--- src/rtl/register_dump_controller.sv ---
// Streams the register-file snapshot out over the UART TX byte
// interface: optional header byte, then each register MSB first.
//
// Ports:
//   clock        rising-edge system clock
//   reset        asynchronous, active-low reset
//   start        dump request, only sampled while idle
//   reg_data_in  snapshot word selected externally by reg_index
//   tx_done      one-cycle pulse: UART finished the current byte
//   reg_index    register currently being dumped
//   tx_data      byte presented to the UART while tx_start is high
//   tx_start     one-cycle pulse: UART loads tx_data
//   busy         high for the whole dump
//   done         one-cycle pulse after the last byte completes
module register_dump_controller #(
  parameter int unsigned NUM_REGS    = 32,
  parameter bit          SEND_HEADER = 1'b1,
  parameter logic [7:0]  HEADER_BYTE = 8'hA5
) (
  input  logic        clock,
  input  logic        reset,
  input  logic        start,
  input  logic [31:0] reg_data_in,
  input  logic        tx_done,
  output logic [4:0]  reg_index,
  output logic [7:0]  tx_data,
  output logic        tx_start,
  output logic        busy,
  output logic        done
);

  localparam logic [4:0] LAST_IDX = 5'(NUM_REGS - 1);

  typedef enum logic [2:0] {
    IDLE,
    HEADER,
    WAIT_HDR,
    LOAD,
    SEND,
    WAIT_BYTE,
    FINISH
  } state_e;

  state_e      state_q, state_d;
  logic [4:0]  reg_index_q, reg_index_d;
  logic [7:0]  tx_data_q, tx_data_d;
  logic        tx_start_q, tx_start_d;
  logic        busy_q, busy_d;
  logic        done_q, done_d;
  logic [31:0] word_q, word_d;
  logic [1:0]  byte_cnt_q, byte_cnt_d;

  always_ff @(posedge clock or negedge reset) begin
    if (!reset) begin
      state_q     <= IDLE;
      reg_index_q <= '0;
      tx_data_q   <= '0;
      tx_start_q  <= 1'b0;
      busy_q      <= 1'b0;
      done_q      <= 1'b0;
      word_q      <= '0;
      byte_cnt_q  <= '0;
    end else begin
      state_q     <= state_d;
      reg_index_q <= reg_index_d;
      tx_data_q   <= tx_data_d;
      tx_start_q  <= tx_start_d;
      busy_q      <= busy_d;
      done_q      <= done_d;
      word_q      <= word_d;
      byte_cnt_q  <= byte_cnt_d;
    end
  end

  // Outputs are registered, so each tx_start/done pulse is
  // raised on the edge that enters the state which owns it.
  always_comb begin
    state_d     = state_q;
    reg_index_d = reg_index_q;
    tx_data_d   = tx_data_q;
    tx_start_d  = 1'b0;
    busy_d      = busy_q;
    done_d      = 1'b0;
    word_d      = word_q;
    byte_cnt_d  = byte_cnt_q;

    unique case (state_q)
      IDLE: begin
        busy_d = 1'b0;
        if (start) begin
          reg_index_d = '0;
          byte_cnt_d  = '0;
          busy_d      = 1'b1;
          if (SEND_HEADER) begin
            state_d    = HEADER;
            tx_start_d = 1'b1;
            tx_data_d  = HEADER_BYTE;
          end else begin
            state_d = LOAD;
          end
        end
      end

      HEADER: begin
        state_d = WAIT_HDR;
      end

      WAIT_HDR: begin
        if (tx_done) begin
          state_d = LOAD;
        end
      end

      // Word is captured here so later register-file writes
      // cannot tear the four bytes of this register.
      LOAD: begin
        word_d     = reg_data_in;
        byte_cnt_d = '0;
        state_d    = SEND;
        tx_start_d = 1'b1;
        tx_data_d  = reg_data_in[31:24];
      end

      SEND: begin
        state_d = WAIT_BYTE;
      end

      WAIT_BYTE: begin
        if (tx_done) begin
          word_d = {word_q[23:0], 8'h00};
          if (byte_cnt_q < 2'd3) begin
            byte_cnt_d = byte_cnt_q + 2'd1;
            state_d    = SEND;
            tx_start_d = 1'b1;
            tx_data_d  = word_q[23:16];
          end else if (reg_index_q == LAST_IDX) begin
            state_d = FINISH;
            done_d  = 1'b1;
          end else begin
            reg_index_d = reg_index_q + 5'd1;
            state_d     = LOAD;
          end
        end
      end

      FINISH: begin
        busy_d  = 1'b0;
        state_d = IDLE;
      end

      default: begin
        state_d = IDLE;
        busy_d  = 1'b0;
      end
    endcase
  end

  assign reg_index = reg_index_q;
  assign tx_data   = tx_data_q;
  assign tx_start  = tx_start_q;
  assign busy      = busy_q;
  assign done      = done_q;

endmodule

--- config.mk ---
export PLATFORM = sky130hd
export DESIGN_NAME = register_dump_controller
export DESIGN_NICKNAME = d
export VERILOG_FILES = /design/src/rtl/register_dump_controller.sv
export SDC_FILE = /design/constraint.sdc
export NUM_CORES = 1
export LEC_CHECK = 0
export BUFFER_PORTS_ARGS = -buffer_cell sky130_fd_sc_hd__buf_2
export CORE_ASPECT_RATIO = 1.75
export CORE_UTILIZATION = 45
export DETAILED_ROUTE_END_ITERATION = 8
export MAX_ROUTING_LAYER = met4
export PLACE_DENSITY = 0.64
export SKIP_CTS_REPAIR_TIMING = 1
export SLEW_MARGIN = 30
export SYNTH_ARGS = -nofsm -noshare
export SYNTH_HDL_FRONTEND = slang
export SYNTH_SLANG_ARGS = --single-unit
--- constraint.sdc ---
create_clock -name clock -period 2.5 [get_ports clock]
set_input_delay 0.25 -clock clock [delete_from_list [all_inputs] [get_ports clock]]
set_output_delay 0.25 -clock clock [all_outputs]
set_load 0.01 [all_outputs]
==> key figures, run 1 <==
Global route
  • GRT Util Overall: between 15 and 20%
  • Largest net degree at the start of global routing: 46
  • Initial antenna violation count: 0
  • Grt ovf: 0
  • First-pass GRT wire length: 7180 um
  • Vias in the first global route: 1526

Layout
  • Antenna fix cells: 0
  • Design area: 2720 um2
  • Layout cells sized above 1: 42.5%
  • Area delta synth->final: 17.7%
  • Fillers: between 400 and 500
  • Final net count: 264

Hold path
  • Worst Hold Depth: 2
  • Worst min-delay path class: in -> reg
  • Worst Min Path Start: reg_data_in[3]

Timing
  • Max Freq: between 500 and 600 MHz
  • Tmin final: roughly 1.9 ns
  • Crit share post-route: 76.8%
  • Slew @ Worst Pin: between 0.6 and 0.7 ns
  • Post-route setup slack: 0.581 ns
  • Final hold violations: 0
  • Final setup fails: 0
  • Normalized max-slew margin: between 50 and 60%
  • Worst hold margin: 0.172 ns
  • Unrepaired setup endpoints after global routing: false
  • Final Skew: 0.00746 ns
  • Slew Limit Fails: 0
  • Final TNS setup: 0 ns

CTS
  • Clk buf depth: 2
  • TritonCTS clock tree: yes
  • CTS Root Cell: clkbuf_8
  • Sink Count: 45
  • Worst-Skew Late Latency: 0.30 ns
  • Reg clk slew, reported paths: 0.09 ns
  • H-tree levels: 2
  • CTS Buf Count: 5

Worst setup path
  • Crit path launch type: flip-flop
  • Crit path required time: around 2.7 ns
  • CP Capture Type: flip-flop
  • Setup crit start: state_q[2]
  • Arr. time, crit path: 2.14 ns
  • FF-to-FF Start: state_q[2]
  • WS Path Type: reg -> reg
  • R2R cell count: 4
  • Crit-path max FO: 15

Power
  • Leakage power: about 0.0014 uW
  • Switching part of the total power: 30.3%
  • PD cells: 1070 nW/um2
  • Clock Power Share: 22.1%
  • Psw: 879 uW
  • Flop pwr share: a little over two fifths
  • Maximum vdd drop: 0.831 mV
  • Internal: 2020 uW
  • Combinational share of power: 35.7%

Drt
  • Antenna Nets Post-Route: 0
  • Vias: 1502
  • DRT Wirelength: 4120 um
  • Vias per cell: between 5 and 6
  • Pre-antenna DRT Iters: 4
  • DR WL/cell: 14.7 um
  • 1st-iter DRT viols: 33
  • Drt drc: 0

Floorplan
  • Core Area: approximately 5000 um2
  • Die width: 56.2 um
  • Initial Utilization: 46.5%
  • IO Count: 52
  • # rows: 34
  • DIE AREA: 5450 um2
  • Die Span Y: 96.9 um

Place
  • Final GP Congestion: 0.767
  • PortBufs: 51
  • Final HPWL DP: 3050 um
  • Placed cell areas: 2580 um2
  • Setup Slack @ Placement: 0.595 ns

Yosys
  • Async set-reset flop share out of synthesis: 100%
  • Mapped Nets: 213
  • Post-Syn Area: 2310 um2
  • Syn_area_per_cell: approximately 13 um2
  • Top cells by area, synth: dfrtp_1 49%, mux2_4 13%, a22o_1 4.5%, mux2_2 4.4%, mux2_1 3.9%
  • Unique masters post-synth: 37
  • FF+latch count, synth: 45
  • Yosys warns: 0
  • Ys flop type: dfrtp_1
  • Number of synthesized flops with an enable pin: 0
  • Synth Instances: 174
  • Post-synth top area share: 48.6%
  • Sequential area share after synthesis: 48.6%
  • Cell accounting for the most synthesized area: dfrtp_1

Run
  • Max-Cap Viols: 0

Outcome
  • Status: completed
registers in the layout, indices dropped and copies added (netlist names):
name        count
state_q         3
reg_index       5
done            1
word_q         24
byte_cnt_q      2
tx_start        1
tx_data         8
busy            1
final timing paths:
check	endpoint	slack, ns
setup / recovery	tx_data[7]	0.58
hold / removal	word_q[3]	0.17
setup reg to reg	tx_data[7]	0.58
hold reg to reg	word_q[7]	0.50
max in group asynchronous	state_q[1]	1.64
min in group asynchronous	done	0.47
per-stage QoR:
| step | util [%] | total power [uW] | cells |
|---|---|---|---|
| finish | 54.7 | 2900 | 280 |
| global route | 54.7 | 3100 | 280 |
| floorplan | - | 2100 | 174 |
| detailed placement | 51.8 | 2300 | 271 |
| CTS | 54.5 | 2940 | 279 |
| global placement | 51.8 | 2260 | 271 |
cell families after synthesis:
| group | synth area share, % |
|---|---|
| adders and majority gates | 1.62 |
| buffers and inverters | 6.22 |
| DFF | 48.6 |
| AOI/OAI and AO/OA | 11.9 |
| xor gates and xnor gates | 0.378 |
| and+or+nand+nor | 7.78 |
| muxes | 23.4 |
critical path: stages (launching register included):
cell,delay [ns]
dfrtp_1,0.67
and3b_1,0.28
a211oi_4,0.45
buf_4,0.24
mux2i_1,0.20
synth_stat cells, types with 2 or more instances:
library cell	count
and3_1	2
a31oi_1	3
mux2_2	9
inv_1	10
a22o_1	12
nand2b_1	2
buf_6	7
dfrtp_1	45
nand2_1	2
mux2_1	8
mux2_4	20
buf_2	4
ha_1	3
o21ai_1	6
o21a_1	2
nor2b_1	2
mux2i_1	5
nor2_1	2
and3b_1	4
o211ai_1	3
nand3b_1	2
o22ai_1	4
a21oi_1	2
nand3_1	2
power by group through the flow:
stage	Clock, uW	Combinational [uW]	Sequential, uW
floorplan	0	943	1160
global placement	0	1030	1230
detailed placement	0	1050	1240
CTS	661	1050	1230
global route	692	1140	1270
finish	641	1040	1220
cells in the final DEF (no fill, tap or decap), drive strengths merged, types with 2 or more instances in the layout:
| master | count |
|---|---|
| mux2 | 37 |
| nand2b | 2 |
| ha | 3 |
| nand3b | 2 |
| nor2b | 2 |
| o21a | 2 |
| nor2 | 2 |
| buf | 55 |
| mux2i | 5 |
| and3 | 2 |
| a22o | 12 |
| o22ai | 4 |
| nand3 | 2 |
| o211ai | 3 |
| dfrtp | 45 |
| nand2 | 2 |
| bufinv | 2 |
| a21oi | 2 |
| o21ai | 7 |
| a31oi | 3 |
| and3b | 4 |
| inv | 11 |
| clkbuf | 5 |
area by class of cell:
cell class	instances	area [um2]	area share, %
Timing Repair Buffer	56	310	11.4
Clock inverter	3	65.1	2.39
Tap cell	54	67.6	2.48
Inverter	11	41.3	1.52
Clock buffer	5	68.8	2.53
Multi-Input combinational cell	106	1040	38.4
Sequential cell	45	1130	41.3
layer usage:
layer | wire length (um) | global-route usage [%] | part of all wire [%]
met3 | 179 | 3.21 | 4.3
met5 | 0 | - | 0
met2 | 2100 | 28.5 | 51
met1 | 1760 | 21.0 | 43
met4 | 78 | 6.75 | 1.9
No activity file was read; power rests on OpenSTA's default activity.
==> inputs of run 2 (changes only) <==
==> constraint.sdc (replaced) <==
create_clock -name clock -period 1.9 [get_ports clock]
set_input_delay 0.19 -clock clock [delete_from_list [all_inputs] [get_ports clock]]
set_output_delay 0.19 -clock clock [all_outputs]
set_load 0.01 [all_outputs]
==> run 2 against run 1 <==
Against the previous run: cell count is 1.8% higher; maximum frequency is 7.6% higher; via count is 2.4% higher; total power is 32% higher; non-clock buffer count is 5 higher; worst hold slack worse by 0.057 ns; worst setup slack worse by 0.47 ns; register-to-register slack worse by 0.47 ns; critical path depth stayed put; first-iteration DRC count is 36% lower; clock-buffer cell count is 2 higher; flip-flop and latch count stayed put.
==> key figures, run 2 (synthesized netlist as in run 1, its figures left out) <==
Layout
  • Commonest non-fill, non-tap cell in the layout: buf_2
  • Largest register FFs: 24
  • Antenna fix cells: 0
  • Most frequent cells in the layout: 51 x buf_2, 45 x dfrtp_1, 21 x mux2_4, 12 x a22o_1, 10 x inv_1
  • Final net count: 269
  • Largest Register: word_q
  • Layout cells sized above 1: about 44%
  • Area delta synth->final: 19.8%

Floorplan
  • # rows: 34
  • Die Span Y: between 90 and 100 um
  • Core Area: 4980 um2
  • DIE AREA: around 5400 um2
  • IO Count: between 50 and 60
  • Initial Utilization: between 40% and 50%
  • Die width: 56.2 um

Drt
  • Antenna Nets Post-Route: 0
  • DRT Wirelength: 4450 um
  • 1st-iter DRT viols: 21
  • Vias: about 1.5k
  • DR WL/cell: 15.6 um
  • Vias per cell: approximately 5.4
  • Drt drc: 0
  • Pre-antenna DRT Iters: 4

Timing
  • Normalized max-slew margin: 52.0%
  • Final TNS setup: 0 ns
  • Final Skew: 0.00748 ns
  • Max Freq: 560 MHz
  • Slew Limit Fails: 0
  • Crit share post-route: 93.9%
  • Unrepaired setup endpoints after global routing: false
  • Final setup fails: 0
  • Final hold violations: 0
  • Slew @ Worst Pin: 0.717 ns
  • Tmin final: 1.78 ns

Outcome
  • Status: completed

CTS
  • CTS Root Cell: clkbuf_8
  • Worst-Skew Late Latency: 0.30 ns
  • H-tree levels: 2
  • TritonCTS clock tree: yes
  • Reg clk slew, reported paths: 0.09 ns
  • CTS Buf Count: 5
  • Sink Count: 45
  • Clk buf depth: 2

Power
  • Maximum vdd drop: 0.967 mV
  • PD cells: 1380 nW/um2
  • Final Power: 3840 uW
  • Leakage power: 0.00141 uW

Hold path
  • Min-Delay Endpoint: word_q[7]
  • Worst Hold Depth: 2
  • Worst Min Path Start: reg_data_in[7]
  • Worst min-delay path class: in -> reg

Global route
  • Vias in the first global route: 1585
  • First-pass GRT wire length: 7420 um
  • Initial antenna violation count: 0
  • Grt ovf: 0
  • Largest net degree at the start of global routing: 27
  • GRT Util Overall: 18.1%

Place
  • Final GP Congestion: 0.790
  • PortBufs: 51
  • Final HPWL DP: 3360 um

Worst setup path
  • Crit-path max FO: 11
  • Crit path required time: 2.09 ns
  • Setup slack, reg-to-reg: 0.12 ns
  • WS Path Type: reg -> reg
  • Arr. time, crit path: roughly 2.0 ns
  • Worst reg2reg path endpoint: tx_data[6]
  • FF-to-FF Start: byte_cnt_q[0]
  • R2R cell count: 4
  • Crit path launch type: flip-flop
  • CP Capture Type: flip-flop

Run
  • Max-Cap Viols: 0
[run 2: report_power, final]
| part | total [uW] | leakage, uW | switching [uW] | internal (uW) |
|---|---|---|---|---|
| Sequential | 1540 | 0.000558 | 223 | 1320 |
| Combinational | 1540 | 0.000789 | 659 | 885 |
| Clock | 756 | 0.0000585 | 327 | 429 |
| Total | 3840 | 0.00141 | 1210 | 2630 |
[run 2: worst max path at each step]
| stage | startpoint | slack, ns | to |
|---|---|---|---|
| floorplan | reg_index[0] | 0.08 | reg_index[3] |
| global placement | reg_index[0] | 0.06 | reg_index[2] |
| detailed placement | byte_cnt_q[0] | 0.04 | tx_data[1] |
| CTS | byte_cnt_q[0] | 0.02 | tx_data[1] |
| global route | byte_cnt_q[0] | 0.02 | tx_data[1] |
| finish | byte_cnt_q[0] | 0.12 | tx_data[6] |
[run 2: per-layer routing]
metal	routed length (um)	GRT usage [%]
met5	0	-
met1	1910	20.8
met2	2300	30.9
met3	165	3.34
met4	73	6.75
[run 2: layout make-up]
cell class | count | area (um2)
timing repair buffer | 61 | 370
tap | 54 | 67.6
clock inverter | 1 | 30.0
inverter | 11 | 41.3
sequential | 45 | 1130
clock buffer | 7 | 86.3
multi-input combinational | 106 | 1050
fill | 440 | 2200
[run 2: metrics by stage]
step / hold slack, ns / instance area (um2) / worst slack, ns / std cells / util, %
detailed placement: 0.180 / 2640 / 0.0364 / 276 / 53.0
CTS: -0.147 / 2760 / 0.0173 / 284 / 55.4
floorplan: -0.106 / 2310 / 0.0777 / 174 / -
global placement: 0.178 / 2640 / 0.0614 / 276 / 53.0
finish: 0.115 / 2770 / 0.116 / 285 / 55.7
global route: 0.107 / 2770 / 0.0168 / 285 / 55.7
[run 2: worst max-delay path: stages (launching register included)]
cell	delay (ns)
dfrtp_1	0.39
ha_2	0.23
nor4bb_4	0.06
a211oi_4	0.64
mux2_4	0.35
